### src/rtl/quad_pkg.sv
// Shared types, Gray-sequence constants and phase stepping for the quadrature generator.
package quad_pkg;
    typedef enum logic {IDLE, RUN} state_t;

    localparam logic DIR_CW  = 1'b1;
    localparam logic DIR_CCW = 1'b0;

    // Index 0 is the rest phase {a,b}=00; each step walks indices 0..3 and back to 0.
    localparam logic [3:0][1:0] CW_SEQ  = {2'b01, 2'b11, 2'b10, 2'b00};
    localparam logic [3:0][1:0] CCW_SEQ = {2'b10, 2'b11, 2'b01, 2'b00};

    function automatic logic [1:0] next_phase(input logic [1:0] phase, input logic dir);
        logic [3:0][1:0] seq;
        logic [1:0]      nxt;
        seq = (dir == DIR_CW) ? CW_SEQ : CCW_SEQ;
        nxt = seq[1];
        for (int i = 0; i < 4; i++)
            if (seq[i] == phase) nxt = seq[2'(i + 1)];
        return nxt;
    endfunction
endpackage

### src/rtl/quad_edge_timer.sv
// Reloadable down-counter; tick is high for one cycle each time the count expires while enabled.
module quad_edge_timer #(
    parameter int EDGE_DIV = 4
) (
    input  logic clk,
    input  logic rst_n,
    input  logic load,
    input  logic en,
    output logic tick
);
    localparam int W = $clog2(EDGE_DIV + 1);
    localparam logic [W-1:0] RELOAD = W'(EDGE_DIV - 1);

    logic [W-1:0] cnt;

    assign tick = en && (cnt == '0);

    always_ff @(posedge clk or negedge rst_n) begin
        if (!rst_n)          cnt <= '0;
        else if (load)       cnt <= RELOAD;
        else if (en)         cnt <= (cnt == '0) ? RELOAD : cnt - 1'b1;
    end
endmodule

### src/rtl/quad_generator.sv
// Quadrature A/B generator fed by a saturating signed pending-step counter.
// Optional index output z and position counter enabled with `define QGEN_INDEX_EN.
module quad_generator
    import quad_pkg::*;
#(
    parameter int EDGE_DIV = 4,
    parameter int PEND_W   = 4
`ifdef QGEN_INDEX_EN
    ,
    parameter int STEPS_PER_REV = 100
`endif
) (
    input  logic clk,
    input  logic rst_n,
    input  logic step_cw,
    input  logic step_ccw,
    output logic a,
    output logic b,
    output logic busy,
    output logic ovf
`ifdef QGEN_INDEX_EN
    ,
    output logic z
`endif
);
    localparam logic signed [PEND_W-1:0] P_MAX = {1'b0, {(PEND_W-1){1'b1}}};
    localparam logic signed [PEND_W-1:0] P_MIN = {1'b1, {(PEND_W-1){1'b0}}};

    state_t                    state, state_nxt;
    logic signed [PEND_W-1:0]  pend, pend_nxt;
    logic [1:0]                ab;
    logic [1:0]                edge_cnt;
    logic                      dir;
    logic                      tick, inc, dec, drop, last_edge, claim;

    quad_edge_timer #(.EDGE_DIV(EDGE_DIV)) u_timer (
        .clk   (clk),
        .rst_n (rst_n),
        .load  (claim),
        .en    (state == RUN),
        .tick  (tick)
    );

    always_comb begin
        inc       = step_cw & ~step_ccw;
        dec       = step_ccw & ~step_cw;
        drop      = (inc && pend == P_MAX) || (dec && pend == P_MIN);
        last_edge = (state == RUN) && tick && (edge_cnt == 2'd3);
        claim     = (pend != '0) && ((state == IDLE) || last_edge);
        pend_nxt  = pend;
        if (inc && !drop) pend_nxt = pend_nxt + PEND_W'(1);
        if (dec && !drop) pend_nxt = pend_nxt - PEND_W'(1);
        // Claiming moves P toward zero; saturation was resolved on the current P above.
        if (claim) pend_nxt = pend[PEND_W-1] ? pend_nxt + PEND_W'(1) : pend_nxt - PEND_W'(1);
        state_nxt = state;
        case (state)
            IDLE:    if (claim) state_nxt = RUN;
            RUN:     if (last_edge && !claim) state_nxt = IDLE;
            default: state_nxt = IDLE;
        endcase
    end

    always_ff @(posedge clk or negedge rst_n) begin
        if (!rst_n) begin
            state    <= IDLE;
            pend     <= '0;
            ab       <= 2'b00;
            edge_cnt <= 2'd0;
            dir      <= DIR_CW;
            ovf      <= 1'b0;
        end else begin
            state <= state_nxt;
            pend  <= pend_nxt;
            ovf   <= drop;
            if (state == RUN && tick) ab <= next_phase(ab, dir);
            if (claim) begin
                edge_cnt <= 2'd0;
                dir      <= pend[PEND_W-1] ? DIR_CCW : DIR_CW;
            end else if (state == RUN && tick) begin
                edge_cnt <= edge_cnt + 2'd1;
            end
        end
    end

    assign a    = ab[1];
    assign b    = ab[0];
    assign busy = (state == RUN);

`ifdef QGEN_INDEX_EN
    localparam int POS_W = (STEPS_PER_REV > 1) ? $clog2(STEPS_PER_REV) : 1;
    localparam logic [POS_W-1:0] POS_LAST = POS_W'(STEPS_PER_REV - 1);

    logic [POS_W-1:0] pos, pos_nxt;

    always_comb begin
        if (dir == DIR_CW) pos_nxt = (pos == POS_LAST) ? '0 : pos + 1'b1;
        else               pos_nxt = (pos == '0) ? POS_LAST : pos - 1'b1;
    end

    always_ff @(posedge clk or negedge rst_n) begin
        if (!rst_n) begin
            pos <= '0;
            z   <= 1'b0;
        end else begin
            z <= last_edge && (pos_nxt == '0);
            if (last_edge) pos <= pos_nxt;
        end
    end
`endif
endmodule
### config.mk
export PLATFORM = sky130hd
export DESIGN_NAME = quad_generator
export DESIGN_NICKNAME = d
export VERILOG_FILES = /design/src/rtl/quad_pkg.sv /design/src/rtl/quad_edge_timer.sv /design/src/rtl/quad_generator.sv
export SDC_FILE = /design/constraint.sdc
export NUM_CORES = 1
export LEC_CHECK = 0
export CORE_AREA = 3 3 47 49
export DETAILED_ROUTE_END_ITERATION = 7
export DIE_AREA = 0 0 50 52
export PLACE_DENSITY = 0.74
export SLEW_MARGIN = 25
export SYNTH_ARGS = -nofsm -noshare
export SYNTH_HDL_FRONTEND = slang
export SYNTH_SLANG_ARGS = --single-unit
### constraint.sdc
create_clock -name clk -period 5.7 [get_ports clk]
set_input_delay 0.855 -clock clk [delete_from_list [all_inputs] [get_ports clk]]
set_output_delay 0.855 -clock clk [all_outputs]
set_load 0.02 [all_outputs]
After elaboration in Yosys (flattened, before gate mapping)
Cells that the tools add are included.

cells by class
  add/subtract/negate cells = 6
  $mul = 0
  div/mod/pow operators = 0
  magnitude comparators = 0
  equal/unequal tests = 6
  shifts and indexed selects = 0
  mux-type cells = 17
  bitwise operators = 5
  reduce and logical (&&, ||, !) cells = 17

operators by type and width
  operator               count
  $mux W4                4
  $mux W2                5
  $logic_and A1 B1 Y1    9
  $mux W3                3
  $add A4 B2 Y4 const B  2
  $eq A4 B4 Y1 const B   2
  $mux W8                1
  $sub A4 B2 Y4 const B  2
  $eq A2 B2 Y1           3
  $reduce_bool A2 Y1     2
  $reduce_bool A4 Y1     1
  $logic_not A3 Y1       1
  $mux W1                3
  $not A1 Y1             3
  $sub A3 B1 Y3 const B  1
  $add A2 B1 Y2 const B  1
  $and A1 B1 Y1          2
  $eq A2 B2 Y1 const B   1
  $logic_not A1 Y1       2
  $logic_or A1 B1 Y1     2
  $pmux W1 S2            1

word-level totals
  flip-flop bits (word level) = 14
  latch bits = 0
  RAM bits = 0
  ROM bits = 0
  input port bits = 4
  output and inout port bits = 4
  memories = 0

Depth between registers and ports, before layout
Gate-level depths: netlist (run 1).

  depth in word-level cells = 12
  depth in mapped cells = 12

Modules after synthesis
Synthesis (run 1) repeated with hierarchy kept, for this count alone.

unflattened totals
  cell total of the unflattened synthesis = 104
  area total of the unflattened synthesis = 1,031.0 sq um

by module, submodules not included
  module           instances  cells each  area an instance (sq um)
  quad_generator   1          85          848.3
  quad_edge_timer  1          19          182.7

Least setup slack after synthesis (run 1)
Ideal clock, no wire load.

  kind = in2reg
  from = input step_cw
  to = register pend[3]
  setup time = 0.124 ns
  data arrival time = 2.536 ns
  setup slack = 3.040 ns
  cell stages on the path = 10
  buffers on the path = 0
  path through = nand2b_1 > o31a_1 > o22ai_2 > o31ai_2 > ha_1 > nand2_1 > a2111oi_0 > mux2i_1 > o211ai_2 > xnor2_1

between the ends
  cells in the longest elaborated chain, start to end = 12
  elaborated cells on any way between the ends = 16
  classes of those cells = add/sub (3); mux (4); bitwise (3); reduce/logical (6)

ends and longest elaborated chain
  item                                            RTL line                                    source
  from (decl)                                     quad_generator.sv:15                        input logic step_cw,
  $not A1 Y1                                      quad_generator.sv:46                        dec = step_ccw & ~step_cw;
  $and A1 B1 Y1                                   quad_generator.sv:46
  $logic_and A1 B1 Y1                             quad_generator.sv:47                        drop = (inc && pend == P_MAX) || (dec && pend == P_MIN);
  $logic_or A1 B1 Y1                              quad_generator.sv:47
  $logic_not A1 Y1                                quad_generator.sv:51, quad_generator.sv:52
  $logic_and A1 B1 Y1                             quad_generator.sv:51                        if (inc && !drop) pend_nxt = pend_nxt + PEND_W'(1);
  $mux W4                                         quad_generator.sv:51
  $sub A4 B2 Y4                                   quad_generator.sv:52                        if (dec && !drop) pend_nxt = pend_nxt - PEND_W'(1);
  $mux W4 (*)                                     quad_generator.sv:52
  $sub A4 B2 Y4 or $add A4 B2 Y4 (tied branches)  quad_generator.sv:54                        if (claim) pend_nxt = pend[PEND_W-1] ? pend_nxt + PEND_W'(1) : pend_nxt - PEND_W'(1);
  $mux W4                                         quad_generator.sv:54
  $mux W4 (*)                                     quad_generator.sv:54
  via pend_nxt[3]                                 quad_generator.sv:30                        logic signed [PEND_W-1:0] pend, pend_nxt;
  to (signal assigned)                            quad_generator.sv:73                        pend <= pend_nxt;
  to (decl)                                       quad_generator.sv:30

Mark *: on every way through the listed nets, which the timed path passes. The rest lies on a longest branch.
A chain may end at the register's enable or synchronous reset.

Final worst setup path (run 1)
Ends and elaborated chain as after synthesis.

==> results.yml, run 1 <==
logic_synthesis:
  synth.distinct_cells: 40
  postSynthAreaPerCell_um2: 9.84
  yosysWarningCount: 0
  synth_seq_cells: 14
  syn_inst: 102
  synth.cell_area_um2: 1000
  ys_seq_area_share_pct: 35.0
  synthesis.nets: 114
sta:
  max-slew-margin-rel_pct: 59.0
  finalSetupTns_ps: 0
  fin_crit_sh_pct: 53.6
  worst_pin_slew_ps: 614
  finalWorstSetupSlack_ps: 2640
  rsz0062_at_grt: "no"
  setup-violations-final: 0
  hold_violations: 0
  max_freq_mhz: 327
  finClkSkew_ps: 3.36
  min_period_ps: 3060
  drv_slew: 0
route:
  wl_um: 1890
  drc_errors: 0
  drt-pass1-iter-count: 4
  wl_per_cell_um: 13.7
  vias: 776
  vias_per_cell: 5.62
  ant_nets: 0
  drtIter0Drc: 22
pwr:
  p_per_area_nw_per_um2: 519
  vdd_ir_drop_max_mv: 0.285
  totalPowerFinal_uw: 589
  power.leakage_uw: 0.000482
floorplanning:
  die_x_um: 50
  dieHeight_um: 52
  dieArea_um2: 2600
  coreArea_um2: 1900
  fp-row-count: 16
  start_util_pct: 52.8
  io_pins: 8
grt:
  grt_pass1_wl_um: 3450
  grt.overflow.total: 0
  antenna_found_initial: 0
  grt_max_degree: 18
  grt_pass1_vias: 798
  track_usage_pct: 17.4
critical_path:
  slowest_delay_ps: 440
  crit_path_end_kind: "flip-flop"
  slowest_stage: "clkdlybuf4s50_1"
  cp_cell_sequence: "clkdlybuf4s50_1 -> nand2b_1 -> o31a_1 -> o22ai_2 -> o31ai_2 -> ha_1 -> nand2_1 -> a2111oi_0 -> mux2i_1 -> o211ai_2 -> xnor2_1"
  rrSetupSlack_ps: 2800
  critical_path_required_ps: 5910
  worstPathMaxFanout: 4
  start_kind: "input port"
  critical_path_class: "input port to flip-flop"
  path_delay_family: "compound AO/OA/AOI/OAI gates"
  critPathArrivalTime_ps: 3270
  path_buf_inv: 1
min_path:
  hp-class: "flip-flop to flip-flop"
clock_tree:
  clock_latency_ps: 280
  root_buffer: "clkbuf_4"
  cts_inserted_buffers: 3
  htree_num_levels: 1
  cts_tree: "yes"
  post-cts-setup-buffers: 0
  clk_pin_slew_ps: 90
  cts.sinks: 14
  max-clock-path-buffers: 2
  cts_resized: 0
  cts_hold_buf: 0
place:
  place_congestion: 0.760
  dp_cells: 134
  dpl.hpwl_um: 1470
  pre_cts_slack_ps: 2360
  portBuffers: 7
run:
  max-cap-violations: 0
finish:
  diodes: 0
  syn_to_final_growth_pct: 13.1
  nets: 124
  fillers: 168
  drive_gt1_share_pct: 14.4
  final_cells: 138
  final_core_util_pct: 59.7
  multi_input_area_um2: 617
  final-seq-area_um2: 352
run_status:
  status: "complete, no violations"
path summary, 6_finish.rpt:
check,startpoint,to,cells after the start
worst min-delay path,edge_cnt[0],edge_cnt[0],1
worst max register to register,pend[0],pend[3],11
max in group asynchronous,rst_n,edge_cnt[0],1
worst max-delay path,step_cw,pend[3],11
worst min register to register,edge_cnt[0],edge_cnt[0],1
min in group asynchronous,rst_n,ovf,1
cell usage in the layout (no fill, tap or decap), drive strengths merged:
cell and instances:
a2111oi 2, a21o 1, a21oi 4, a22o 1
a31oi 3, and2 1, and3b 2, clkbuf 4
clkdlybuf4s50 7, dfrtp 13, dfstp 1, fa 1
ha 7, inv 7, mux2 2, mux2i 2
nand2 12, nand2b 3, nand3 2, nand3b 2
nor2 7, nor2b 1, nor3 3, nor3b 1
nor4 1, nor4b 1, o211ai 2, o21ai 4
o22a 1, o22ai 3, o31a 1, o31ai 1
or3b 1, xnor2 6, xor2 1
cell usage after synthesis, drive strengths merged:
library cell | instances | area [um^2]
dfrtp | 13 | 325
nand2 | 12 | 45.0
ha | 7 | 87.6
inv | 7 | 26.3
nor2 | 7 | 26.3
xnor2 | 6 | 60.1
a21oi | 4 | 20.0
o21ai | 4 | 20.0
a31oi | 3 | 18.8
nand2b | 3 | 18.8
nor3 | 3 | 15.0
o22ai | 3 | 38.8
a2111oi | 2 | 17.5
and3b | 2 | 22.5
mux2 | 2 | 22.5
mux2i | 2 | 20.0
nand3 | 2 | 10.0
nand3b | 2 | 15.0
o211ai | 2 | 20.0
a21o | 1 | 7.51
a22o | 1 | 8.76
and2 | 1 | 6.26
buf | 1 | 5.00
clkbuf | 1 | 3.75
dfstp | 1 | 26.3
fa | 1 | 20.0
nor2b | 1 | 6.26
nor3b | 1 | 12.5
nor4 | 1 | 21.3
nor4b | 1 | 8.76
o22a | 1 | 8.76
o31a | 1 | 8.76
o31ai | 1 | 12.5
or3b | 1 | 8.76
xor2 | 1 | 8.76
state kept, by name (all words and copies together) (netlist names):
signal	flops
ovf	1
pend	4
busy	1
u_timer.cnt	3
ab	2
dir	1
edge_cnt	2
layer usage:
metal	vias up	routed length (um)	track usage (%)
met2	18	925	31.5
met1	371	875	20.8
li1	385	-	-
met5	-	0	0
met3	2	81	3.72
met4	0	10	4.15
per-stage QoR:
step           cell area, um^2  hold WS, ps
2_1_floorplan             1000          451
3_3_place_gp              1100          476
3_5_place_dp              1100          495
4_1_cts                   1130          509
5_1_grt                   1130          543
6_report                  1130          506
where the power goes:
group / internal [uW] / switching [uW] / total (uW)
combinational: 152 / 162 / 314
sequential: 146 / 57.8 / 203
clock: 38.8 / 33.1 / 71.9
final cells by class:
class	instances	share of cell area [%]
multi-input combinational	79	54.4
sequential	14	31.0
timing repair buffer	7	6.17
clock buffer	4	3.20
tap	27	2.98
inverter	7	2.32
logic make-up after synthesis:
family          share of synthesized area (%)
compound gates                           18.1
xor+xnor                                 6.86
fa+ha+maj                                10.7
buf+inv                                  3.49
flops                                    35.0
mux                                      4.24
simple gates                             21.6
(Power assumes the default switching activity.)
==> run 2, diff against run 1 <==
Clock period 5.7 ns to 2.84 ns, I/O delays scaled along.
==> run 2 against run 1 <==
Routed wire length shrank 1.9%. Clock skew grew 6.8 ps. Setup slack lost 2500 ps. Clock power grew 95%. Utilization grew 0.92 points. Cell count grew 1.4%. Critical endpoint unchanged. Highest routed layer unchanged.
==> results.yml, run 2 (synthesis results as in run 1) <==
sta:
  min_period_ps: 2670
  worst_pin_slew_ps: 656
  finalSetupTns_ps: 0
  hold_violations: 0
  max-slew-margin-rel_pct: 56.2
  rsz0062_at_grt: "no"
  holdWs_ps: 488
  drv_slew: 0
  max_freq_mhz: 374
  setup-violations-final: 0
  finClkSkew_ps: 10.1
  fin_crit_sh_pct: 94.2
grt:
  grt_pass1_vias: 717
  top_usage_layer: "met2"
  grt.overflow.total: 0
  antenna_found_initial: 0
  grt_pass1_wl_um: 3310
  use_met2_pct: 26.1
  grtUsageMet3_pct: 5.44
  track_usage_pct: 16.8
  grt_max_degree: 18
  gr-usage-met1_pct: 22.5
critical_path:
  critical_path_required_ps: 3040
  critPathArrivalTime_ps: 2870
  reg2reg_to: "pend[3]"
  worstPathMaxFanout: 5
  critical_path_class: "flip-flop to flip-flop"
  worstReg2RegStart: "pend[0]"
  worstRegToRegCells: 11
  rrSetupSlack_ps: 170
  start_kind: "flip-flop"
  crit_path_end_kind: "flip-flop"
clock_tree:
  cts_tree: "yes"
  htree_num_levels: 1
  clock_latency_ps: 280
  max-clock-path-buffers: 2
  cts.sinks: 14
  root_buffer: "clkbuf_4"
  post-cts-setup-buffers: 0
  clk_pin_slew_ps: 90
  cts_inserted_buffers: 3
finish:
  top_regs: "pend (4), u_timer.cnt (3)"
  largest_reg_flops: 4
  drive_gt1_share_pct: 16.8
  diodes: 0
  final_cell_mix: "nand2_1, dfrtp_1"
  nets: 126
  regMostFlops: "pend"
  syn_to_final_growth_pct: 14.8
route:
  wl_per_cell_um: 13.3
  vias: 751
  wl_um: 1860
  drc_errors: 0
  vias_per_cell: 5.36
  drt-pass1-iter-count: 4
  drtIter0Drc: 19
  ant_nets: 0
min_path:
  holdPathEnd: "edge_cnt[0]"
  hold_start: "edge_cnt[0]"
  hp-class: "flip-flop to flip-flop"
  hold_depth: 1
pwr:
  vdd_ir_drop_max_mv: 0.634
  p_per_area_nw_per_um2: 1050
  power.leakage_uw: 0.000490
floorplanning:
  start_util_pct: 52.8
  coreArea_um2: 1900
  die_x_um: 50
  fp-row-count: 16
  dieHeight_um: 52
  io_pins: 8
  dieArea_um2: 2600
run_status:
  status: "complete, no violations"
place:
  portBuffers: 7
  dpl.hpwl_um: 1450
  place_congestion: 0.778
run:
  max-cap-violations: 0
-- run 2: cell types whose count changed in the layout (fill, tap and decap cells not counted), sizes merged --
cell,delta
buf,+2
-- run 2: final cells by class --
cell class / instances / area [um^2]
flip-flops and latches: 14 / 353
well taps: 27 / 33.8
multi-input cells: 79 / 618
repair buffers: 9 / 85.1
clock buffers: 4 / 36.3
inverters: 7 / 26.3
fillers: 162 / 749
-- run 2: power breakdown --
group / internal [uW] / switching [uW]
Combinational: 318 / 348
Sequential: 294 / 106
Clock: 78.0 / 62.0
Total: 690 / 516
-- run 2: critical path: stages (launching register included) --
cell and delay (ps):
dfrtp_1 380, buf_4 160, ha_1 220, nand3b_1 110, mux2i_1 330, xnor2_1 150
ha_1 350, nand2_1 110, a2111oi_0 390, mux2i_1 160, o211ai_2 100, xnor2_1 150
-- run 2: worst max-delay path by stage --
stage             start       to  slack [ps]
5_1_grt         pend[1]  pend[3]           7
6_report        pend[0]  pend[3]         170
3_3_place_gp   step_ccw  pend[3]          60
4_1_cts         pend[1]  pend[3]         120
2_1_floorplan   pend[0]  pend[3]         270
3_5_place_dp    step_cw  pend[3]          10
-- run 2: layer usage --
layer	vias to the layer above	share of wire, %
met4	0	0.43
met2	15	43
met5	-	0
met1	349	52
met3	2	4.0
li1	385	-
-- run 2: stage by stage --
stage / setup WS [ps] / instance area, um^2 / util, % / total power (uW) / std cells
after floorplan: 274 / 1000 / - / 891 / 102
after global placement: 60.7 / 1110 / 58.6 / 1030 / 136
after detailed placement: 10.9 / 1110 / 58.6 / 1070 / 136
after CTS: 116 / 1150 / 60.5 / 1210 / 140
after global routing: 6.96 / 1150 / 60.6 / 1310 / 140
final: 165 / 1150 / 60.6 / 1210 / 140
-- run 2: timing repair --
| item | CTS | global route |
|---|---|---|
| hold buffers | 0 | 0 |
| endpoints found under the setup margin | 0 | 1 |
| gates resized for setup | 0 | 2 |
==> run 3, diff against run 2 <==
Settings changed: PLACE_DENSITY 0.74 to 0.79.
==> run 3 against run 2 <==
Sequential power down 4%. Highest routed layer unchanged. Critical path type unchanged. Flip-flop and latch count unchanged. Critical endpoint unchanged. Non-clock buffer count up 1.
==> results.yml, run 3 (synthesis results as in run 1) <==
finish:
  final_cells: 141
  syn_to_final_growth_pct: 15.1
  final_area_um2: 1150
  regMostFlops: "pend"
  largest_reg_flops: 4
  final_cell_mix: "nand2_1, dfrtp_1"
  diodes: 0
  drive_gt1_share_pct: 17.5
  top_regs: "pend (4), u_timer.cnt (3)"
  nets: 127
  fillers: 161
  final_core_util_pct: 60.7
route:
  drc_errors: 0
  drtIter0Drc: 6
  wl_per_cell_um: 13.1
  wl_um: 1850
  drt-pass1-iter-count: 4
  vias_per_cell: 5.53
  vias: 780
  ant_nets: 0
clock_tree:
  clock_latency_ps: 280
  cts_hold_buf: 0
  htree_num_levels: 1
  clk_pin_slew_ps: 90
  post-cts-setup-buffers: 0
  root_buffer: "clkbuf_4"
  cts_resized: 0
  max-clock-path-buffers: 2
  cts_tree: "yes"
  cts.sinks: 14
  cts_inserted_buffers: 3
sta:
  worst_pin_slew_ps: 640
  drv_slew: 0
  max_freq_mhz: 368
  fin_crit_sh_pct: 95.7
  rsz0062_at_grt: "no"
  finalSetupTns_ps: 0
  setup-violations-final: 0
  min_period_ps: 2720
  finClkSkew_ps: 10.7
  max-slew-margin-rel_pct: 57.2
  hold_violations: 0
place:
  place_congestion: 0.894
  placed_area_um2: 1120
  dpl.hpwl_um: 1440
  portBuffers: 7
  dp_cells: 137
pwr:
  power.leakage_uw: 0.000489
  totalPowerFinal_uw: 1190
  p_per_area_nw_per_um2: 1030
  vdd_ir_drop_max_mv: 0.609
critical_path:
  start_kind: "flip-flop"
  critical_path_required_ps: 3040
  worstReg2RegStart: "pend[1]"
  rrSetupSlack_ps: 120
  critPathArrivalTime_ps: 2910
  worstPathMaxFanout: 5
  cp_cell_sequence: "inv_1 -> ha_1 -> and3b_4 -> nor4_4 -> xnor2_1 -> ha_1 -> nand2_1 -> a2111oi_0 -> mux2i_1 -> o211ai_2 -> xnor2_1"
  reg2reg_to: "pend[3]"
  crit_path_end_kind: "flip-flop"
  slowest_stage: "a2111oi_0"
  critical_path_class: "flip-flop to flip-flop"
  worstRegToRegCells: 11
  slowest_delay_ps: 430
min_path:
  hold_start: "edge_cnt[0]"
  hp-class: "flip-flop to flip-flop"
  hold_depth: 1
  holdPathEnd: "edge_cnt[0]"
grt:
  grt_pass1_vias: 733
  track_usage_pct: 15.7
  grt_pass1_wl_um: 3090
  grt_max_degree: 18
  grt.overflow.total: 0
  antenna_found_initial: 0
floorplanning:
  start_util_pct: 52.8
  die_x_um: 50
  dieHeight_um: 52
  dieArea_um2: 2600
  io_pins: 8
  fp-row-count: 16
  coreArea_um2: 1900
run_status:
  status: "complete, no violations"
run:
  max-cap-violations: 0
## run 3: metal layers
metal  GRT usage, %  vias to the layer above  routed length (um)
li1               -                      389                   -
met1           18.0                      373                 809
met2           27.4                       16                 928
met3           5.44                        2                  83
met4           4.61                        0                  26
met5              0                        -                   0
## run 3: area by class of cell
class	instances	area (um^2)	area share, %
inverter	7	26.3	2.28
timing repair buffer	10	92.6	8.02
sequential	14	353	30.6
clock buffer	4	26.3	2.28
tap	27	33.8	2.93
multi-input combinational	79	623	54.0
## run 3: worst max-delay path: cells and delay by family (launching register included)
family	cells	cell delay [ps]
AOI/OAI and AO/OA	2	540
and+or+nand+nor	3	640
muxes	1	160
xor gates and xnor gates	2	290
DFF	1	420
buffers and inverters	1	60
adders and majority gates	2	530
## run 3: stage by stage
step | worst slack [ps] | hold slack [ps]
after global placement | 151 | 475
after detailed placement | -53.1 | 476
after global routing | 4.37 | 498
after floorplan | 274 | 130
after CTS | 78.5 | 487
final | 124 | 485
## run 3: report_power, final
part	internal (uW)	switching, uW	total (uW)
Clock	54.5	61.8	116
Sequential	294	92.0	386
Combinational	326	358	684
## run 3: how the worst max path moves through the flow
stage	start	to	slack (ps)	cells after the start
2_1_floorplan	pend[0]	pend[3]	270	12
3_3_place_gp	step_cw	pend[3]	150	11
3_5_place_dp	step_cw	pend[3]	-50	11
4_1_cts	pend[1]	pend[3]	80	11
5_1_grt	pend[0]	pend[3]	4	11
6_report	pend[1]	pend[3]	120	11
